$ cat src/rtl/custom_mem_port_mux.sv
// N-to-1 MEM-port multiplexer: round-robin arbitration with locked selection and an
// in-order channel-ID FIFO for response routing. Define MEM_PORT_MUX_RESP_REG_EN to register responses.
module custom_mem_port_mux #(
  parameter int NUM_CH          = 2,
  parameter int DATA_WIDTH      = 32,
  parameter int ADDR_WIDTH      = 32,
  parameter int MAX_OUTSTANDING = 4
) (
  input  logic                           clk_i,
  input  logic                           rst_i,
  input  logic [NUM_CH-1:0]              s_mem_req,
  output logic [NUM_CH-1:0]              s_mem_gnt,
  output logic [NUM_CH-1:0]              s_mem_valid,
  input  logic [NUM_CH*ADDR_WIDTH-1:0]   s_mem_addr,
  input  logic [NUM_CH*DATA_WIDTH-1:0]   s_mem_wdata,
  input  logic [NUM_CH-1:0]              s_mem_we,
  input  logic [NUM_CH*DATA_WIDTH/8-1:0] s_mem_be,
  output logic [NUM_CH*DATA_WIDTH-1:0]   s_mem_rdata,
  output logic                           m_mem_req,
  input  logic                           m_mem_gnt,
  input  logic                           m_mem_valid,
  output logic [ADDR_WIDTH-1:0]          m_mem_addr,
  output logic [DATA_WIDTH-1:0]          m_mem_wdata,
  output logic                           m_mem_we,
  output logic [DATA_WIDTH/8-1:0]        m_mem_be,
  input  logic [DATA_WIDTH-1:0]          m_mem_rdata,
  output logic [$clog2(MAX_OUTSTANDING+1)-1:0] outstanding_o,
  output logic                           orphan_err_o
);

  localparam int BE_W  = DATA_WIDTH / 8;
  localparam int ID_W  = (NUM_CH > 2) ? $clog2(NUM_CH) : 1;
  localparam int PTR_W = (MAX_OUTSTANDING > 2) ? $clog2(MAX_OUTSTANDING) : 1;
  localparam int CNT_W = $clog2(MAX_OUTSTANDING + 1);

  logic [ID_W-1:0]  rr_ptr;
  logic             lock_vld;
  logic [ID_W-1:0]  lock_ch;
  logic [ID_W-1:0]  scan_sel;
  logic             scan_hit;
  logic [ID_W-1:0]  sel;
  logic [ID_W-1:0]  sel_inc;
  logic [ID_W-1:0]  id_mem [MAX_OUTSTANDING];
  logic [PTR_W-1:0] wr_ptr;
  logic [PTR_W-1:0] rd_ptr;
  logic [CNT_W-1:0] count;
  logic [ID_W-1:0]  head;
  logic             orphan_err;
  logic             full;
  logic             push;
  logic             pop;
  logic [NUM_CH-1:0]            resp_vld;
  logic [NUM_CH*DATA_WIDTH-1:0] resp_data;

  function automatic logic [PTR_W-1:0] ptr_inc(input logic [PTR_W-1:0] p);
    return (p == PTR_W'(MAX_OUTSTANDING - 1)) ? '0 : p + PTR_W'(1);
  endfunction

  // First requester at or after rr_ptr, scanning upward with wrap
  always_comb begin
    int idx;
    idx      = 0;
    scan_sel = rr_ptr;
    scan_hit = 1'b0;
    for (int i = 0; i < NUM_CH; i++) begin
      idx = int'(rr_ptr) + i;
      if (idx >= NUM_CH) idx = idx - NUM_CH;
      if (!scan_hit && s_mem_req[idx]) begin
        scan_sel = ID_W'(idx);
        scan_hit = 1'b1;
      end
    end
  end

  // A locked channel that dropped its request falls back to the scan this cycle
  assign sel     = (lock_vld && s_mem_req[lock_ch]) ? lock_ch : scan_sel;
  assign sel_inc = (sel == ID_W'(NUM_CH - 1)) ? '0 : sel + ID_W'(1);

  assign head = id_mem[rd_ptr];
  assign pop  = m_mem_valid && (count != '0);
  assign full = (count == CNT_W'(MAX_OUTSTANDING)) && !pop;

  assign m_mem_req   = (|s_mem_req) && !full;
  assign push        = m_mem_req && m_mem_gnt;
  assign m_mem_addr  = s_mem_addr[int'(sel)*ADDR_WIDTH +: ADDR_WIDTH];
  assign m_mem_wdata = s_mem_wdata[int'(sel)*DATA_WIDTH +: DATA_WIDTH];
  assign m_mem_we    = s_mem_we[sel];
  assign m_mem_be    = s_mem_be[int'(sel)*BE_W +: BE_W];

  always_comb begin
    s_mem_gnt      = '0;
    s_mem_gnt[sel] = push;
  end

  always_comb begin
    resp_vld = '0;
    if (pop) resp_vld[head] = 1'b1;
  end

  assign resp_data     = {NUM_CH{m_mem_rdata}};
  assign outstanding_o = count;
  assign orphan_err_o  = orphan_err;

  always_ff @(posedge clk_i) begin
    if (rst_i) begin
      rr_ptr     <= '0;
      lock_vld   <= 1'b0;
      lock_ch    <= '0;
      wr_ptr     <= '0;
      rd_ptr     <= '0;
      count      <= '0;
      orphan_err <= 1'b0;
    end else begin
      if (push) rr_ptr <= sel_inc;
      lock_vld <= m_mem_req && !m_mem_gnt;
      if (m_mem_req && !m_mem_gnt) lock_ch <= sel;
      if (push) wr_ptr <= ptr_inc(wr_ptr);
      if (pop)  rd_ptr <= ptr_inc(rd_ptr);
      if (push && !pop)      count <= count + CNT_W'(1);
      else if (pop && !push) count <= count - CNT_W'(1);
      if (m_mem_valid && (count == '0)) orphan_err <= 1'b1;
    end
  end

  always_ff @(posedge clk_i) begin
    if (push) id_mem[wr_ptr] <= sel;
  end

`ifdef MEM_PORT_MUX_RESP_REG_EN
  logic [NUM_CH-1:0]            resp_vld_p0;
  logic [NUM_CH*DATA_WIDTH-1:0] resp_data_p0;

  // Response register stage: one extra cycle of response latency
  always_ff @(posedge clk_i) begin
    if (rst_i) begin
      resp_vld_p0  <= '0;
      resp_data_p0 <= '0;
    end else begin
      resp_vld_p0  <= resp_vld;
      resp_data_p0 <= resp_data;
    end
  end

  assign s_mem_valid = resp_vld_p0;
  assign s_mem_rdata = resp_data_p0;
`else
  assign s_mem_valid = resp_vld;
  assign s_mem_rdata = resp_data;
`endif

endmodule

$ cat config.mk
export PLATFORM = sky130hd
export DESIGN_NAME = custom_mem_port_mux
export DESIGN_NICKNAME = d
export VERILOG_FILES = /design/src/rtl/custom_mem_port_mux.sv
export SDC_FILE = /design/constraint.sdc
export NUM_CORES = 1
export LEC_CHECK = 0
export ABC_AREA = 1
export CORE_AREA = 2 2 125 127
export CTS_CLUSTER_DIAMETER = 120
export DETAILED_ROUTE_END_ITERATION = 10
export DIE_AREA = 0 0 127 129
export GPL_TIMING_DRIVEN = 0
export PLACE_DENSITY = 0.63
export SLEW_MARGIN = 25
export SYNTH_ARGS = -nofsm -noshare
export SYNTH_HDL_FRONTEND = slang
export SYNTH_SLANG_ARGS = --single-unit
$ cat constraint.sdc
create_clock -name clk_i -period 2.26 [get_ports clk_i]
set_input_delay 0.452 -clock clk_i [delete_from_list [all_inputs] [get_ports clk_i]]
set_output_delay 0.452 -clock clk_i [all_outputs]
set_load 0.02 [all_outputs]
==> impl_metrics.json, run 1 <==
{
  "worst-endpoint-required_ps": 1810,
  "pre_cts_ws_ps": -707,
  "vdd.ir_drop.worst_mv": 0.336,
  "routedWlPerCell_um": 12.5,
  "share_of_synthesized_area_occupied_by_flip_flops_and_latches": 0.165,
  "crit_type": "input pin to output pin",
  "finalWeightedCongestion": 0.731,
  "critPathMaxFanout": 10,
  "final_area_mm2": 0.00533,
  "vias": 3276,
  "worstHoldStart": "orphan_err_o",
  "reg2reg_from": "outstanding_o[0]",
  "via_per_inst": 3.68,
  "die_outline_area_mm2": 0.0164,
  "final_common_cell": "nand2_1",
  "track_usage": 0.119,
  "syn-mean-instance-area_um2": 5.68,
  "netlist_area_mm2": 0.00230,
  "launching_element_of_the_worst_setup_path": "s_mem_req[0]",
  "timing.final.hold_violations": 0,
  "cts.hold.buffers_added": 0,
  "die_h_um": 129,
  "floorplan.initialDensity": 0.154,
  "placement_rows": 45,
  "combinationalPowerShare": 0.700,
  "min_period_over_period": 0.963,
  "drt_pre_antenna_iters": 4,
  "placed_cell_area_mm2": 0.00539,
  "cts.sink_count": 17,
  "slew_headroom": 0.801,
  "design.core.area_mm2": 0.0150,
  "register_bit_count_reported_by_yosys": 17,
  "worst-endpoint-arrival_ps": 1720,
  "max_cap_violations": 0,
  "yosys.cell_types.count": 21,
  "yosys_warnings": 0,
  "fin_hold_ws_ps": 448,
  "slowest_delay_ps": 260,
  "wirelength_um": 11200,
  "power.share.switching": 0.428,
  "cp_common_cell": "nand2_1",
  "seqCellArea_um2": 380,
  "vias_in_the_first_global_route": 3032,
  "drt-initial-drc-count": 68,
  "critPathCapture": "m_mem_wdata[25]",
  "drt_drc_violations_left": 0,
  "port-buffer-count": 285,
  "post_route_cells_drive_above_1_share": 0.256,
  "power.density_cell_area_mw_per_mm2": 500,
  "cts-root-buf": "clkbuf_16",
  "cp_cell_sequence": "dlygate4sd2_1 -> inv_1 -> o21ai_1 -> nand2_1 -> nand2_4 -> buf_12 -> buf_6 -> nand2_1 -> nand2_1 -> buf_2",
  "die-width_um": 127,
  "io-pin-count": 318,
  "postSynthCellCount": 405,
  "netSwitchingPower_mw": 1.14,
  "timing.final.ws_setup_ps": 83.1,
  "synth_nets": 588,
  "final_antenna_net_count": 0,
  "reg_to_reg_slack_setup_ps": 320,
  "clock_insertion_delay_worst_skew_ps": 250,
  "reg2regPathDepth": 10,
  "grt_max_degree": 14,
  "tritoncts_buffers": 3,
  "critPathLaunchType": "input pin",
  "worst_slew_pin_slew_ps": 299,
  "final_period_minus_worst_setup_slack_ps": 2180,
  "finClkSkew_ps": 1.14,
  "tritoncts": "yes",
  "power.static_leakage_nw": 2.74,
  "initial_antenna_violation_count": 0,
  "grt_remaining_overflow": 0,
  "share_seq_of_total_power": 0.167,
  "outcome": "completed",
  "antenna_cells": 0,
  "final_nets": 887,
  "final_max_slew_viol_count": 0,
  "cts.path.max_buffers": 2,
  "r2r-end": "outstanding_o[1]",
  "hpwlAfterDp_um": 9220,
  "power.clock.fraction": 0.133,
  "final.setup.tns_ps": 0,
  "multi_input_comb_area_mm2": 0.00122,
  "timing.critical_path.to_type": "output pin",
  "final-setup-viol-count": 0,
  "internal-power_mw": 1.52,
  "synthToLayoutAreaGrowth_pct": 132,
  "hp-class": "register to register",
  "cts_max_level": 1,
  "num-fill-cells": 1625,
  "layout_common_cells": "nand2_1 (227), clkdlybuf4s50_1 (208), buf_4 (69)",
  "global_route_wire_length_before_repair_um": 15500,
  "timing.critical_path.slowest_stage_cell": "dlygate4sd2_1",
  "clkTransAtPathRegs_ps": 50,
  "maxClockFrequency_ghz": 0.459
}
==> Yosys cell counts (all sizes together) <==
master	number	area share
a21oi	4	0.0087
buf	79	0.27
dfxtp	13	0.11
edfxtp	4	0.052
fa	1	0.0087
ha	6	0.033
inv	22	0.036
nand2	237	0.40
nand3	3	0.0087
nand4	1	0.0027
nor2	27	0.046
o211ai	1	0.0033
o21ai	7	0.015
==> through the flow <==
stage          instances  power (mW)   util
3_3_place_gp         878        2.38  0.360
6_report             891        2.66  0.356
3_5_place_dp         878        2.39  0.360
2_1_floorplan        405        1.43      -
4_1_cts              890        2.68  0.355
5_1_grt              891        2.87  0.356
==> per-layer routing <==
layer  routed length [um]  part of all wire  vias to the layer above  GRT usage
li1                     -                 -                     1743          -
met1                 4180              0.37                     1345      0.131
met2                 6030              0.54                      186      0.242
met3                  949             0.085                        2     0.0283
met4                   12            0.0011                        0    0.00776
met5                    0                 0                        -          0
==> critical path, delay by kind of cell <==
kind	cells	cell delay, ps
simple gates	4	390
buf+inv	5	780
compound gates	1	110
==> logic make-up after synthesis <==
logic type / Yosys count / synth area share
compound gates: 12 / 0.0272
fa+ha+maj: 7 / 0.0413
buf+inv: 101 / 0.308
flops: 17 / 0.165
simple gates: 268 / 0.458
==> power groups by stage <==
stage / Sequential, mW / Combinational (mW) / Clock, mW
final: 0.444 / 1.86 / 0.354
after detailed placement: 0.449 / 1.94 / 0
after global placement: 0.446 / 1.93 / 0
after floorplan: 0.476 / 0.957 / 0
after global routing: 0.455 / 2.03 / 0.383
after CTS: 0.443 / 1.87 / 0.361
==> layout make-up <==
| class | instances | share of cell area |
|---|---|---|
| inverter | 22 | 0.0155 |
| buffer | 79 | 0.123 |
| sequential | 17 | 0.0714 |
| multi-input combinational | 287 | 0.229 |
| clock buffer | 4 | 0.0148 |
| timing repair buffer | 294 | 0.502 |
| tap | 188 | 0.0442 |
==> worst min path at each step <==
stage | to | slack, ps | depth (start not counted)
2_1_floorplan | register | 480 | 2
3_3_place_gp | orphan_err_o | 440 | 2
3_5_place_dp | orphan_err_o | 440 | 2
4_1_cts | orphan_err_o | 450 | 2
5_1_grt | orphan_err_o | 490 | 2
6_report | orphan_err_o | 450 | 2
==> timing repair <==
| item | in CTS | in global routing |
|---|---|---|
| gates resized for setup | 291 | 11 |
| pin swaps | 2 | 3 |
| endpoints found under the setup margin | 75 | 32 |
| gates cloned | 1 | 0 |
| buffers inserted | 7 | 1 |
(Power assumes the default switching activity.)
==> run 2, diff against run 1 <==
- CORE_AREA: 2 2 125 127 -> 3 3 122 124
- DIE_AREA: 0 0 127 129 -> 0 0 125 127
- PLACE_DENSITY: 0.63 -> 0.66
==> run 2 against run 1 <==
Net effect:
- sequential power about the same
- register-to-register slack about the same
- cell count shrank 1.1%
- power up 0.35%
- clock skew rose by 2.2 ps
- core utilization grew 3.9 points
- sequential share of layout area decreased by 0.19 points
- cell area is 2.7% higher
- combinational power is essentially flat
- sequential cell count stayed put
- critical path depth is the same
- clock power barely moved
==> impl_metrics.json, run 2 (synthesized netlist as in run 1, its figures left out) <==
{
  "critPathMaxFanout": 10,
  "slowest_delay_ps": 250,
  "clock_insertion_delay_worst_skew_ps": 250,
  "layout_common_cells": "nand2_1 (227), clkdlybuf4s50_1 (208), buf_4 (68)",
  "design.core.area_mm2": 0.0139,
  "routedWlPerCell_um": 12.9,
  "num-fill-cells": 1494,
  "synthToLayoutAreaGrowth_pct": 138,
  "final_nets": 885,
  "final_period_minus_worst_setup_slack_ps": 2090,
  "placed_cell_area_mm2": 0.00538,
  "cts.path.max_buffers": 2,
  "vias": 3348,
  "die-width_um": 125,
  "grt_remaining_overflow": 0,
  "initial_antenna_violation_count": 0,
  "worst-endpoint-arrival_ps": 1640,
  "final_max_slew_viol_count": 0,
  "vias_in_the_first_global_route": 3333,
  "final_core_util": 0.394,
  "slew_headroom": 0.814,
  "gr-max-usage-layer": "met2",
  "cp_common_cell": "nand2_1",
  "vdd.ir_drop.worst_mv": 0.267,
  "global_route_wire_length_before_repair_um": 17000,
  "worst-endpoint-required_ps": 1810,
  "wirelength_um": 11400,
  "antenna_cells": 0,
  "critPathLaunchType": "input pin",
  "cts.hold.buffers_added": 0,
  "cts_max_level": 1,
  "power.static_leakage_nw": 2.74,
  "hp-class": "register to register",
  "floorplan.initialDensity": 0.166,
  "final_area_mm2": 0.00547,
  "unrepaired_setup_endpoints_after_global_routing": "false",
  "track_usage": 0.131,
  "via_per_inst": 3.80,
  "worst_slew_pin_slew_ps": 278,
  "tritoncts": "yes",
  "final_common_cell": "nand2_1",
  "maxClockFrequency_ghz": 0.478,
  "cts-root-buf": "clkbuf_16",
  "global_route.usage.met1": 0.152,
  "finalWeightedCongestion": 0.797,
  "timing.final.hold_violations": 0,
  "power.density_cell_area_mw_per_mm2": 488,
  "drt_drc_violations_left": 0,
  "timing.final.ws_setup_ps": 169,
  "final-setup-viol-count": 0,
  "final_antenna_net_count": 0,
  "use_met3": 0.0406,
  "die_outline_area_mm2": 0.0159,
  "max_cap_violations": 0,
  "post_route_cells_drive_above_1_share": 0.252,
  "min_period_over_period": 0.925,
  "timing.critical_path.slowest_stage_cell": "clkdlybuf4s15_2",
  "timing.critical_path.to_type": "output pin",
  "drt_pre_antenna_iters": 4,
  "placement_rows": 43,
  "die_h_um": 127,
  "crit_type": "input pin to output pin",
  "port-buffer-count": 285,
  "clkTransAtPathRegs_ps": 50,
  "groute.layer.met2.usage": 0.239,
  "pre_cts_ws_ps": -711,
  "hpwlAfterDp_um": 9810,
  "grt_max_degree": 14,
  "tritoncts_buffers": 3,
  "cts.sink_count": 17,
  "finClkSkew_ps": 3.36,
  "final.setup.tns_ps": 0,
  "outcome": "completed",
  "drt-initial-drc-count": 86,
  "io-pin-count": 318,
  "cp_cell_sequence": "clkbuf_2 -> inv_1 -> o21ai_1 -> nand2_1 -> nand2_4 -> buf_4 -> buf_6 -> nand2_1 -> nand2_1 -> clkdlybuf4s15_2"
}
==> run 2: metrics by stage <==
stage / hold WS, ps / power (mW) / instances
2_1_floorplan: 481 / 1.43 / 405
3_3_place_gp: 440 / 2.37 / 870
3_5_place_dp: 453 / 2.38 / 870
4_1_cts: 460 / 2.70 / 881
5_1_grt: 483 / 2.87 / 881
6_report: 455 / 2.67 / 881
==> run 2: critical path, delay by kind of cell <==
family,cells,cell delay [ps]
compound gates,1,110
buf+inv,5,730
simple gates,4,340
==> run 2: worst paths after layout <==
check | from | cells past startpoint | endpoint | slack, ps
max | s_mem_req[0] | 10 | m_mem_addr[13] | 170
max reg2reg | outstanding_o[0] | 10 | outstanding_o[1] | 320
min reg2reg | orphan_err_o | 2 | orphan_err_o | 450
min | orphan_err_o | 2 | orphan_err_o | 450
==> run 2: cell type report <==
class	instances	area (um2)	area share
repair buffers	292	2830	0.517
clock buffers	3	75.1	0.0137
inverters	22	82.6	0.0151
flip-flops and latches	17	380	0.0695
well taps	180	225	0.0412
plain buffers	79	657	0.120
clock inverters	1	5.00	0.000915
multi-input cells	287	1220	0.223
==> run 2: power breakdown <==
part	switching (mW)	internal (mW)
sequential	0.0555	0.387
combinational	0.949	0.923
clock	0.119	0.237
total	1.12	1.55
==> run 2: metal layers <==
metal,share of wire,up-vias
met1,0.39,1413
met5,0,-
met3,0.094,6
li1,-,1735
met2,0.51,194
met4,0.012,0
==> run 2: what timing repair did <==
action / 4_1_cts / 5_1_grt
pin swaps: 2 / 1
gates resized for setup: 257 / 6
endpoints found under the setup margin: 75 / 60
setup buffers: 6 / 0
gates cloned: 1 / 0
